`config.mk`:
```
export PLATFORM = sky130hd
export DESIGN_NAME = distance_moving_average
export DESIGN_NICKNAME = d
export VERILOG_FILES = /design/src/rtl/distance_moving_average.sv
export SDC_FILE = /design/constraint.sdc
export NUM_CORES = 1
export LEC_CHECK = 0
export CAP_MARGIN = 10
export CORE_ASPECT_RATIO = 0.6
export CORE_UTILIZATION = 50
export CTS_CLUSTER_DIAMETER = 200
export DETAILED_ROUTE_END_ITERATION = 8
export GPL_TIMING_DRIVEN = 1
export PLACE_DENSITY = 0.71
export SYNTH_ARGS = -nofsm -noshare
export SYNTH_HDL_FRONTEND = slang
export SYNTH_SLANG_ARGS = --single-unit
```
`constraint.sdc`:
```
create_clock -name clk -period 5.85 [get_ports clk]
set_input_delay 0.8775 -clock clk [delete_from_list [all_inputs] [get_ports clk]]
set_output_delay 0.8775 -clock clk [all_outputs]
set_load 0.03 [all_outputs]
```
`src/rtl/distance_moving_average.sv`:
```
// distance_moving_average
// Clamps qualified raw distance samples (units 10^-2 cm) and keeps a
// power-of-two moving average over the last DEPTH accepted samples. The
// registered average feeds the distance-to-duty-cycle PWM converter.
//
// Ports:
//   clk            system clock, rising edge
//   reset_n        asynchronous active-low reset
//   enable         1 = accept samples, 0 = ignore samples and hold state
//   clear          synchronous flush of window, sum, pointer and outputs
//   sample_in      raw distance sample
//   sample_valid   sample_in valid this cycle
//   distance       averaged distance (registered)
//   distance_valid one-cycle pulse, distance updated this cycle
//   primed         high once DEPTH samples accepted since reset/clear
module distance_moving_average #(
    parameter int unsigned WIDTH        = 13,
    parameter int unsigned LOG2_DEPTH   = 4,
    parameter int unsigned MAX_DISTANCE = 3000
) (
    input  logic             clk,
    input  logic             reset_n,
    input  logic             enable,
    input  logic             clear,
    input  logic [WIDTH-1:0] sample_in,
    input  logic             sample_valid,
    output logic [WIDTH-1:0] distance,
    output logic             distance_valid,
    output logic             primed
);

    localparam int unsigned DEPTH = 2 ** LOG2_DEPTH;
    localparam int unsigned SUM_W = WIDTH + LOG2_DEPTH;
    localparam int unsigned CNT_W = LOG2_DEPTH + 1;

    localparam logic [0:0] ST_FILL = 1'b0;
    localparam logic [0:0] ST_RUN  = 1'b1;

    logic [0:0]            state;
    logic [0:0]            state_d;
    logic [CNT_W-1:0]      fill_cnt;
    logic [CNT_W-1:0]      fill_cnt_d;
    logic [SUM_W-1:0]      sum;
    logic [LOG2_DEPTH-1:0] wr_ptr;
    logic [WIDTH-1:0]      win [DEPTH];

    logic                  accept_c;
    logic [WIDTH-1:0]      sample_clamped_c;
    logic [SUM_W-1:0]      sum_next_c;

    // Accept qualification; clear wins over a simultaneous sample.
    assign accept_c = enable & sample_valid & ~clear;

    assign sample_clamped_c = (sample_in > WIDTH'(MAX_DISTANCE)) ? WIDTH'(MAX_DISTANCE)
                                                                 : sample_in;

    // Oldest sample leaves as the new one enters; the sum is bounded by
    // DEPTH * MAX_DISTANCE so it cannot wrap in either direction.
    assign sum_next_c = sum + SUM_W'(sample_clamped_c) - SUM_W'(win[wr_ptr]);

    // FSM state register.
    always_ff @(posedge clk or negedge reset_n) begin
        if (!reset_n) begin
            state    <= ST_FILL;
            fill_cnt <= '0;
        end else begin
            state    <= state_d;
            fill_cnt <= fill_cnt_d;
        end
    end

    // FSM next state: count accepts while filling, freeze once running.
    always_comb begin
        state_d    = state;
        fill_cnt_d = fill_cnt;
        if (clear) begin
            state_d    = ST_FILL;
            fill_cnt_d = '0;
        end else if (accept_c) begin
            case (state)
                ST_FILL: begin
                    fill_cnt_d = fill_cnt + CNT_W'(1);
                    if (fill_cnt == CNT_W'(DEPTH - 1)) begin
                        state_d = ST_RUN;
                    end
                end
                default: begin
                end
            endcase
        end
    end

    // Window, running sum and registered outputs.
    always_ff @(posedge clk or negedge reset_n) begin
        if (!reset_n) begin
            for (int unsigned i = 0; i < DEPTH; i++) begin
                win[i] <= '0;
            end
            sum            <= '0;
            wr_ptr         <= '0;
            distance       <= '0;
            distance_valid <= 1'b0;
            primed         <= 1'b0;
        end else if (clear) begin
            for (int unsigned i = 0; i < DEPTH; i++) begin
                win[i] <= '0;
            end
            sum            <= '0;
            wr_ptr         <= '0;
            distance       <= '0;
            distance_valid <= 1'b0;
            primed         <= 1'b0;
        end else begin
            distance_valid <= 1'b0;
            primed         <= (state_d == ST_RUN);
            if (accept_c) begin
                win[wr_ptr]    <= sample_clamped_c;
                sum            <= sum_next_c;
                wr_ptr         <= wr_ptr + LOG2_DEPTH'(1);
                distance       <= sum_next_c[SUM_W-1:LOG2_DEPTH];
                distance_valid <= 1'b1;
            end
        end
    end

endmodule
```
==> results.sh, run 1 <==
export IMPL_status="completed"
export IMPL_cp_slowest_stage_delay_ps=630
export IMPL_arrival_ps=5360
export IMPL_synth_seq_cells=236
export IMPL_via_count=8506
export IMPL_yosys_area_top_type="dfrtp_1"
export IMPL_drt_drc_violations_left=0
export IMPL_p_leak_nw=5.67
export IMPL_worstPathRequired_ps=6250
export IMPL_synth_fa_ha_area_share_pct=4.71
export IMPL_clk_pin_slew_worst_paths_ps=70
export IMPL_ff2ff_setup_slack_ps=890
export IMPL_nNetsFinal=1104
export IMPL_synth_top_area_share_pct=50.8
export IMPL_grt_total_usage_pct=29.1
export IMPL_die_h_um=120
export IMPL_htree_levels=1
export IMPL_slowest_stage="dfrtp_4"
export IMPL_fin_cells=1374
export IMPL_postRouteAntennaNets=0
export IMPL_dp_slack_ps=409
export IMPL_grt_pass1_wl_mm=51.0
export IMPL_grt_max_degree=157
export IMPL_drt_total_wl_mm=33.0
export IMPL_maxCapViolations=0
export IMPL_worst_slack_ps=894
export IMPL_start_kind="flop"
export IMPL_placed_cell_area_mm2=0.0122
export IMPL_syn_inst=1038
export IMPL_dp_hpwl_mm=22.8
export IMPL_synth_simple_area_share_pct=11.4
export IMPL_design_area_mm2=0.0130
export IMPL_rsz0062_at_grt="no"
export IMPL_synth_edf_count=0
export IMPL_tightest_slew_ps=952
export IMPL_cp_end_kind="flop"
export IMPL_yosys_top_cells_area="dfrtp_1 51%, mux4_2 13%, nand2_1 6.3%, o21ai_0 5.4%, a22o_1 3.6%"
export IMPL_synth_top_family_by_area="compound AO/OA/AOI/OAI gates"
export IMPL_async_reset_ff_share_pct=100
export IMPL_dieWidth_um=199
export IMPL_place_inst=1334
export IMPL_cts_resized=0
export IMPL_hold_viol=0
export IMPL_ys_flop_type="dfrtp_1"
export IMPL_worstPathMaxFanout=23
export IMPL_synth_compound_area_share_pct=14.4
export IMPL_root_buffer="clkbuf_16"
export IMPL_power_density_mw_per_mm2=311
export IMPL_max_freq_ghz=0.202
export IMPL_fp_coreArea_mm2=0.0224
export IMPL_clock_latency_ps=530
export IMPL_synth_area_mm2=0.0116
export IMPL_worst_ir_drop_vdd_v=0.000284
export IMPL_hold_buffers=0
export IMPL_yosysWarnings=0
export IMPL_place_congestion=0.979
export IMPL_syn2layout_area_growth_pct=11.8
export IMPL_syn_nets=1092
export IMPL_n_antenna_cell=0
export IMPL_min_period_ps=4960
export IMPL_cts_tree="yes"
export IMPL_start_util_pct=51.9
export IMPL_grt_pass1_vias=8439
export IMPL_path_class="flop to flop"
export IMPL_rows=42
export IMPL_cts_buffer_depth=3
export IMPL_port_buffers=32
export IMPL_drt_first_pass_iters=4
export IMPL_fin_crit_sh_pct=84.7
export IMPL_grt_antenna_before_repair=0
export IMPL_worst_clock_skew_ps=16.9
export IMPL_avgSynthCellArea_um2=11.2
export IMPL_post_cts_setup_buffer_count=0
export IMPL_setup_tns_ps=0
export IMPL_path_cells="buf_4, mux4_2, mux4_2, ha_1, inv_1, ha_1, inv_1, fa_1, and2b_4, o31ai_2, a211oi_1, o21a_1, o31ai_2, mux2i_1, mux2_1"
export IMPL_seq_area_frac_synth_pct=50.8
export IMPL_viasPerCell=6.19
export IMPL_setup_viol=0
export IMPL_cts_sinks=236
export IMPL_synth_xor_area_share_pct=1.20
export IMPL_muxShareOfSynthArea_pct=12.8
export IMPL_final_util_pct=58.0
export IMPL_overflow=0
export IMPL_cts_inserted_buffers=22
export IMPL_drive_above_1_share_pct=14.0
export IMPL_yosysUniqueCellTypes=53
export IMPL_relSlewSlack_pct=36.5
export IMPL_die_area_mm2=0.0239
export IMPL_wl_per_cell_um=24.0
export IMPL_ioPinCount=33
export IMPL_drtIter0Drc=988
export IMPL_slew_viol_final=0
export IMPL_hold_path_class="input port to asynchronous set/reset pin"
==> through the flow <==
| step | hold slack (ps) | power (mW) |
|---|---|---|
| 3_5_place_dp | 467 | 2.44 |
| 5_1_grt | 364 | 4.21 |
| 4_1_cts | 340 | 4.06 |
| 3_3_place_gp | 456 | 2.43 |
| 6_report | 308 | 4.05 |
| 2_1_floorplan | 445 | 2.23 |
==> per-layer routing <==
layer	vias up	wire length (um)	global-route usage [%]
met4	0	617	6.39
met3	50	4080	11.7
met1	4387	14900	44.7
li1	3696	-	-
met5	-	0	0
met2	373	13500	38.3
==> flip-flops by register name, summed over array words and instances (netlist names) <==
name,cells
distance,13
distance_valid,1
fill_cnt,5
primed,1
sum,4
win,208
wr_ptr,4
==> cells in the final DEF (no fill, tap or decap), types with 8 or more instances in the layout <==
cell type	Yosys	layout
a21o_1	8	8
a21oi_1	43	42
a22o_1	48	48
and2_1	21	21
and3_1	8	8
buf_4	13	28
clkbuf_16	0	23
clkdlybuf4s50_1	0	30
dfrtp_1	236	234
fa_1	13	13
ha_1	23	23
inv_1	32	32
mux4_2	65	65
nand2_1	194	194
nor2_1	29	29
nor3_1	13	13
o21ai_0	125	125
o21ai_1	27	27
xnor2_1	12	12
==> cells in the mapped netlist, drive strengths merged, types with 2 or more instances <==
cell type and instances:
a211oi 4, a21o 9, a21oi 44, a22o 48
a31oi 3, a41o 3, and2 21, and3 8
and4 3, buf 35, clkbuf 40, dfrtp 236
fa 13, ha 23, inv 33, mux4 65
nand2 194, nand2b 4, nand3 6, nand4 3
nor2 35, nor2b 5, nor3 14, o21a 2
o21ai 152, o31ai 3, or3 2, xnor2 12
xor2 4
==> layout make-up <==
type / instances / area [um2]
Clock buffer: 33 / 653
Clock inverter: 7 / 160
Fill cell: 1898 / 9430
Inverter: 33 / 124
Multi-Input combinational cell: 694 / 5190
Sequential cell: 236 / 5910
Tap cell: 308 / 385
Timing Repair Buffer: 63 / 591
==> worst paths after layout <==
| path | start | endpoint | cells after the start |
|---|---|---|---|
| min in group clk | win[178] | win[178] | 2 |
| max in group asynchronous | reset_n | wr_ptr[1] | 2 |
| hold reg to reg | win[178] | win[178] | 2 |
| setup / recovery | wr_ptr[0] | distance[12] | 15 |
| setup reg to reg | wr_ptr[0] | distance[12] | 15 |
| hold / removal | reset_n | win[200] | 1 |
==> critical path: cells and delay by family, from the launching register on <==
kind	cells	cell delay (ps)
mux	4	1690
compound gates	4	980
flops	1	630
simple gates	1	200
fa+ha+maj	3	680
buf+inv	3	600
==> cells by family after synthesis <==
logic type	after synthesis
AND/OR/NAND/NOR	298
AO/OA/AOI/OAI	276
flip-flops	236
buffers and inverters	108
multiplexers	67
adder cells (fa/ha/maj)	36
XOR/XNOR	16
other	1
==> where the power goes <==
part | internal (mW) | switching [mW] | total, mW
Clock | 0.993 | 0.634 | 1.63
Sequential | 1.66 | 0.0383 | 1.70
Combinational | 0.284 | 0.441 | 0.726
(Power assumes the default switching activity.)
==> run 2: changes to the inputs <==
Clock period 5.85 ns to 5.2 ns, I/O delays scaled along.
==> run 2 against run 1 <==
Register-to-register slack got worse by 340 ps. Combinational power rose by 16%. Via count fell by 0.41%. Wire length rose by 1.1%. Sequential power rose by 13%. Worst setup slack got worse by 340 ps. Critical path type unchanged. Largest power group unchanged. Highest routed layer is now met5.
==> results.sh, run 2 (synthesized netlist as in run 1, its figures left out) <==
export IMPL_clockPowerShare_pct=36.2
export IMPL_hold_path_class="input port to asynchronous set/reset pin"
export IMPL_rsz0062_at_grt="no"
export IMPL_relSlewSlack_pct=38.4
export IMPL_crit_buf_inv=2
export IMPL_power_switching_mw=1.25
export IMPL_viasPerCell=6.10
export IMPL_max_freq_ghz=0.215
export IMPL_maxCapViolations=0
export IMPL_final_cell_mix="234 x dfrtp_1, 194 x nand2_1, 125 x o21ai_0, 65 x mux4_2, 48 x a22o_1"
export IMPL_drt_drc_violations_left=0
export IMPL_p_seq_share_pct=44.3
export IMPL_postRouteAntennaNets=0
export IMPL_crit_family="multiplexers"
export IMPL_worst_clock_skew_ps=26.7
export IMPL_largest_register="win"
export IMPL_r2r_start="wr_ptr[0]"
export IMPL_arrival_ps=5040
export IMPL_fp_coreArea_mm2=0.0224
export IMPL_worstPathMaxFanout=25
export IMPL_port_buffers=32
export IMPL_largest_reg_flops=208
export IMPL_hold_buffers=0
export IMPL_grt_total_usage_pct=29.7
export IMPL_htree_levels=1
export IMPL_grt_max_degree=116
export IMPL_slew_viol_final=0
export IMPL_syn2layout_area_growth_pct=11.8
export IMPL_clock_latency_ps=530
export IMPL_rows=42
export IMPL_cts_sinks=236
export IMPL_via_count=8471
export IMPL_top_regs="win: 208 flops, distance: 13 flops, fill_cnt: 5 flops"
export IMPL_path_cells="buf_4, mux4_2, mux4_2, inv_1, fa_1, ha_1, o21a_1, o31ai_2, a211oi_1, o21a_1, o31ai_2, mux2i_1, mux2_1"
export IMPL_slowest_stage="dfrtp_4"
export IMPL_start_kind="flop"
export IMPL_p_sw_share_pct=28.9
export IMPL_design_area_mm2=0.0130
export IMPL_cts_buffer_depth=3
export IMPL_die_area_mm2=0.0239
export IMPL_start_util_pct=51.9
export IMPL_drtIter0Drc=1041
export IMPL_worst_ir_drop_vdd_v=0.000254
export IMPL_path_class="flop to flop"
export IMPL_overflow=0
export IMPL_tightest_slew_ps=924
export IMPL_ioPinCount=33
export IMPL_root_buffer="clkbuf_16"
export IMPL_p_leak_nw=5.69
export IMPL_status="completed"
export IMPL_nNetsFinal=1120
export IMPL_dp_hpwl_mm=23.3
export IMPL_worst_slack_ps=553
export IMPL_reg2reg_depth=13
export IMPL_ff2ff_setup_slack_ps=550
export IMPL_setup_viol=0
export IMPL_setup_tns_ps=0
export IMPL_cp_end_kind="flop"
export IMPL_wl_per_cell_um=24.1
export IMPL_min_period_ps=4650
export IMPL_dieWidth_um=199
export IMPL_final_common_cell="dfrtp_1"
export IMPL_place_congestion=0.974
export IMPL_cts_resized=0
export IMPL_reg2reg_to="distance[12]"
export IMPL_drt_total_wl_mm=33.4
export IMPL_drive_above_1_share_pct=15.0
export IMPL_clk_pin_slew_worst_paths_ps=70
export IMPL_cts_inserted_buffers=22
export IMPL_post_cts_setup_buffer_count=0
export IMPL_combPwrFrac_pct=19.4
export IMPL_grt_pass1_wl_mm=51.7
export IMPL_power_internal_mw=3.07
export IMPL_cts_tree="yes"
export IMPL_power_density_mw_per_mm2=333
export IMPL_fin_crit_sh_pct=89.4
export IMPL_drt_first_pass_iters=7
export IMPL_grt_antenna_before_repair=2
export IMPL_dp_slack_ps=91.5
export IMPL_die_h_um=120
export IMPL_placed_cell_area_mm2=0.0123
export IMPL_hold_viol=0
export IMPL_worstPathRequired_ps=5590
export IMPL_cp_slowest_stage_delay_ps=810
export IMPL_fin_hold_ws_ps=300
export IMPL_grt_pass1_vias=8477
-- run 2: layout make-up --
cell class	instances	area (um2)
Timing Repair Buffer	79	723
Sequential cell	236	5910
Inverter	33	124
Clock inverter	5	28.8
Tap cell	308	385
Antenna cell	1	2.50
Clock buffer	32	649
Multi-Input combinational cell	694	5180
Fill cell	1896	9430
-- run 2: power by group through the flow --
stage | logic (mW) | clock network, mW | registers, mW
after floorplan | 0.586 | 0 | 1.93
after global placement | 0.824 | 0 | 1.95
after detailed placement | 0.827 | 0 | 1.95
final | 0.841 | 1.57 | 1.92
after CTS | 0.831 | 1.59 | 1.92
after global routing | 0.916 | 1.66 | 1.92
-- run 2: worst reg2reg max path: cells and delay by family, from the launching register on --
kind | cells | cell delay, ps
compound gates | 5 | 900
fa+ha+maj | 2 | 800
flops | 1 | 810
buf+inv | 2 | 400
mux | 4 | 1620
-- run 2: worst max-delay path by stage --
| stage | from | end | slack [ps] | cells past startpoint |
|---|---|---|---|---|
| floorplan | sample_in[0] | distance[12] | 570 | 16 |
| global placement | sample_in[0] | distance[12] | 140 | 15 |
| detailed placement | sample_in[0] | distance[12] | 90 | 15 |
| CTS | wr_ptr[0] | distance[12] | 510 | 13 |
| global route | wr_ptr[0] | distance[7] | 240 | 13 |
| finish | wr_ptr[0] | distance[12] | 550 | 13 |
-- run 2: per-layer routing --
layer,track usage (%),wire (um)
met1,44.2,14600
met2,38.7,13200
met3,13.6,4750
met4,6.49,677
met5,4.14,138
-- run 2: per-stage QoR --
step / total power, mW / util, % / std cells
floorplan: 2.51 / - / 1038
global placement: 2.77 / 54.9 / 1350
detailed placement: 2.78 / 54.9 / 1350
CTS: 4.34 / 58.0 / 1387
global route: 4.50 / 58.0 / 1387
finish: 4.33 / 58.0 / 1388
==> run 3: changes to the inputs <==
Settings changed: CORE_UTILIZATION 50 to 33, PLACE_DENSITY 0.71 to 0.52.
==> run 3 against run 2 <==
Worst setup slack got worse by 60 ps. Non-clock buffer count decreased by 3. Sequential power about the same. Clock skew decreased by 18 ps. Total power increased by 0.24%. Final cell count increased by 11%.
==> results.sh, run 3 (synthesized netlist as in run 1, its figures left out) <==
export IMPL_via_count=8424
export IMPL_worst_path_most_repeated_cell="mux4_2"
export IMPL_dp_slack_ps=99.5
export IMPL_dieWidth_um=244
export IMPL_start_util_pct=34.0
export IMPL_combPwrFrac_pct=19.5
export IMPL_cts_sinks=236
export IMPL_p_sw_share_pct=29.7
export IMPL_arrival_ps=5150
export IMPL_hold_viol=0
export IMPL_relSlewSlack_pct=31.7
export IMPL_final_cell_mix="234 x dfrtp_1, 194 x nand2_1, 125 x o21ai_0, 65 x mux4_2, 48 x a22o_1"
export IMPL_path_cells="buf_12, mux4_2, mux4_2, inv_1, fa_1, ha_1, buf_4, and4_1, a211oi_1, o21ai_0, a311oi_1, xnor2_1, nand2_1, a21oi_1"
export IMPL_postRouteAntennaNets=0
export IMPL_worst_clock_skew_ps=8.35
export IMPL_p_seq_share_pct=44.2
export IMPL_cp_slowest_stage_delay_ps=760
export IMPL_grt_pass1_wl_mm=56.4
export IMPL_top_regs="win: 208 flops, distance: 13 flops, fill_cnt: 5 flops"
export IMPL_final_common_cell="dfrtp_1"
export IMPL_worstPathMaxFanout=25
export IMPL_slowest_stage="dfrtp_4"
export IMPL_largest_register="win"
export IMPL_wl_per_cell_um=23.7
export IMPL_p_leak_nw=5.66
export IMPL_die_h_um=147
export IMPL_fin_crit_sh_pct=90.5
export IMPL_clockPowerShare_pct=36.3
export IMPL_fp_coreArea_mm2=0.0342
export IMPL_power_internal_mw=3.05
export IMPL_grt_pass1_vias=8517
export IMPL_hold_path_class="input port to asynchronous set/reset pin"
export IMPL_cts_resized=0
export IMPL_drtIter0Drc=801
export IMPL_cp_end_kind="flop"
export IMPL_place_congestion=0.905
export IMPL_min_period_ps=4710
export IMPL_setup_viol=0
export IMPL_root_buffer="clkbuf_16"
export IMPL_nNetsFinal=1118
export IMPL_ioPinCount=33
export IMPL_grt_max_degree=111
export IMPL_rsz0062_at_grt="no"
export IMPL_maxCapViolations=0
export IMPL_grt_antenna_before_repair=5
export IMPL_worst_ir_drop_vdd_v=0.000204
export IMPL_n_antenna_cell=0
export IMPL_cts_tree="yes"
export IMPL_overflow=0
export IMPL_max_freq_ghz=0.212
export IMPL_design_area_mm2=0.0132
export IMPL_worst_slack_ps=493
export IMPL_tightest_slew_ps=1020
export IMPL_drt_total_wl_mm=36.5
export IMPL_viasPerCell=5.48
export IMPL_final_util_pct=38.4
export IMPL_largest_reg_flops=208
export IMPL_drt_first_pass_iters=6
export IMPL_rows=52
export IMPL_post_cts_setup_buffer_count=0
export IMPL_grt_total_usage_pct=21.1
export IMPL_power_switching_mw=1.29
export IMPL_slew_viol_final=0
export IMPL_worstPathRequired_ps=5640
export IMPL_setup_tns_ps=0
export IMPL_dp_hpwl_mm=25.5
export IMPL_drive_above_1_share_pct=14.7
export IMPL_placed_cell_area_mm2=0.0125
export IMPL_path_class="flop to flop"
export IMPL_clock_latency_ps=520
export IMPL_syn2layout_area_growth_pct=13.0
export IMPL_cts_buffer_depth=3
export IMPL_port_buffers=32
export IMPL_clk_pin_slew_worst_paths_ps=70
export IMPL_die_area_mm2=0.0360
export IMPL_cts_inserted_buffers=23
export IMPL_start_kind="flop"
export IMPL_power_density_mw_per_mm2=330
export IMPL_drt_drc_violations_left=0
export IMPL_htree_levels=1
export IMPL_status="completed"
export IMPL_hold_buffers=0
==> run 3: changes by cell type in the layout (fill, tap and decap cells not counted), sizes merged <==
| cell | before | now |
|---|---|---|
| buf | 49 | 46 |
| clkbuf | 32 | 33 |
| clkinvlp | 0 | 2 |
| diode | 1 | 0 |
| inv | 34 | 33 |
==> run 3: power groups by stage <==
stage                     clock, mW  combinational, mW  sequential (mW)
after floorplan                   0              0.586             1.93
after global placement            0              0.837             1.96
after detailed placement          0              0.839             1.95
after CTS                      1.60              0.842             1.92
after global routing           1.68              0.925             1.92
final                          1.57              0.844             1.92
==> run 3: metrics by stage <==
stage                     hold slack [ps]  cells  total power [mW]
after floorplan                       445   1038              2.51
after global placement                457   1498              2.79
after detailed placement              465   1498              2.79
after CTS                             290   1537              4.36
after global routing                  313   1537              4.53
final                                 266   1537              4.34
==> run 3: worst max-delay path, delay by kind of cell (launching register included) <==
family                   cells  cell delay, ps
AO/OA/AOI/OAI                4            1080
XOR/XNOR                     1             160
adder cells (fa/ha/maj)      2             750
buffers and inverters        3             530
flip-flops                   1             760
multiplexers                 2            1080
AND/OR/NAND/NOR              2             260
==> run 3: per-layer routing <==
metal	part of all wire (%)	vias up	track usage [%]
li1	-	3721	-
met1	49	4381	33.3
met2	40	286	28.3
met3	10	34	6.83
met4	0.97	2	2.38
met5	0.022	-	0
==> run 3: final cells by class <==
cell class / count / area [um2]
tap: 459 / 574
clock inverter: 6 / 35.0
multi-input combinational: 694 / 5190
sequential: 236 / 5910
timing repair buffer: 76 / 688
fill: 3379 / 21100
clock buffer: 33 / 633
inverter: 33 / 124
==> run 3: worst paths after layout <==
kind | startpoint | endpoint | slack, ps | depth (start not counted)
worst max-delay path | wr_ptr[0] | distance[7] | 490 | 14
worst min-delay path | reset_n | win[187] | 270 | 1
worst max register to register | wr_ptr[0] | distance[7] | 490 | 14
worst min register to register | win[165] | win[165] | 470 | 2
max in group asynchronous | reset_n | wr_ptr[0] | 3800 | 2
min in group clk | win[165] | win[165] | 470 | 2
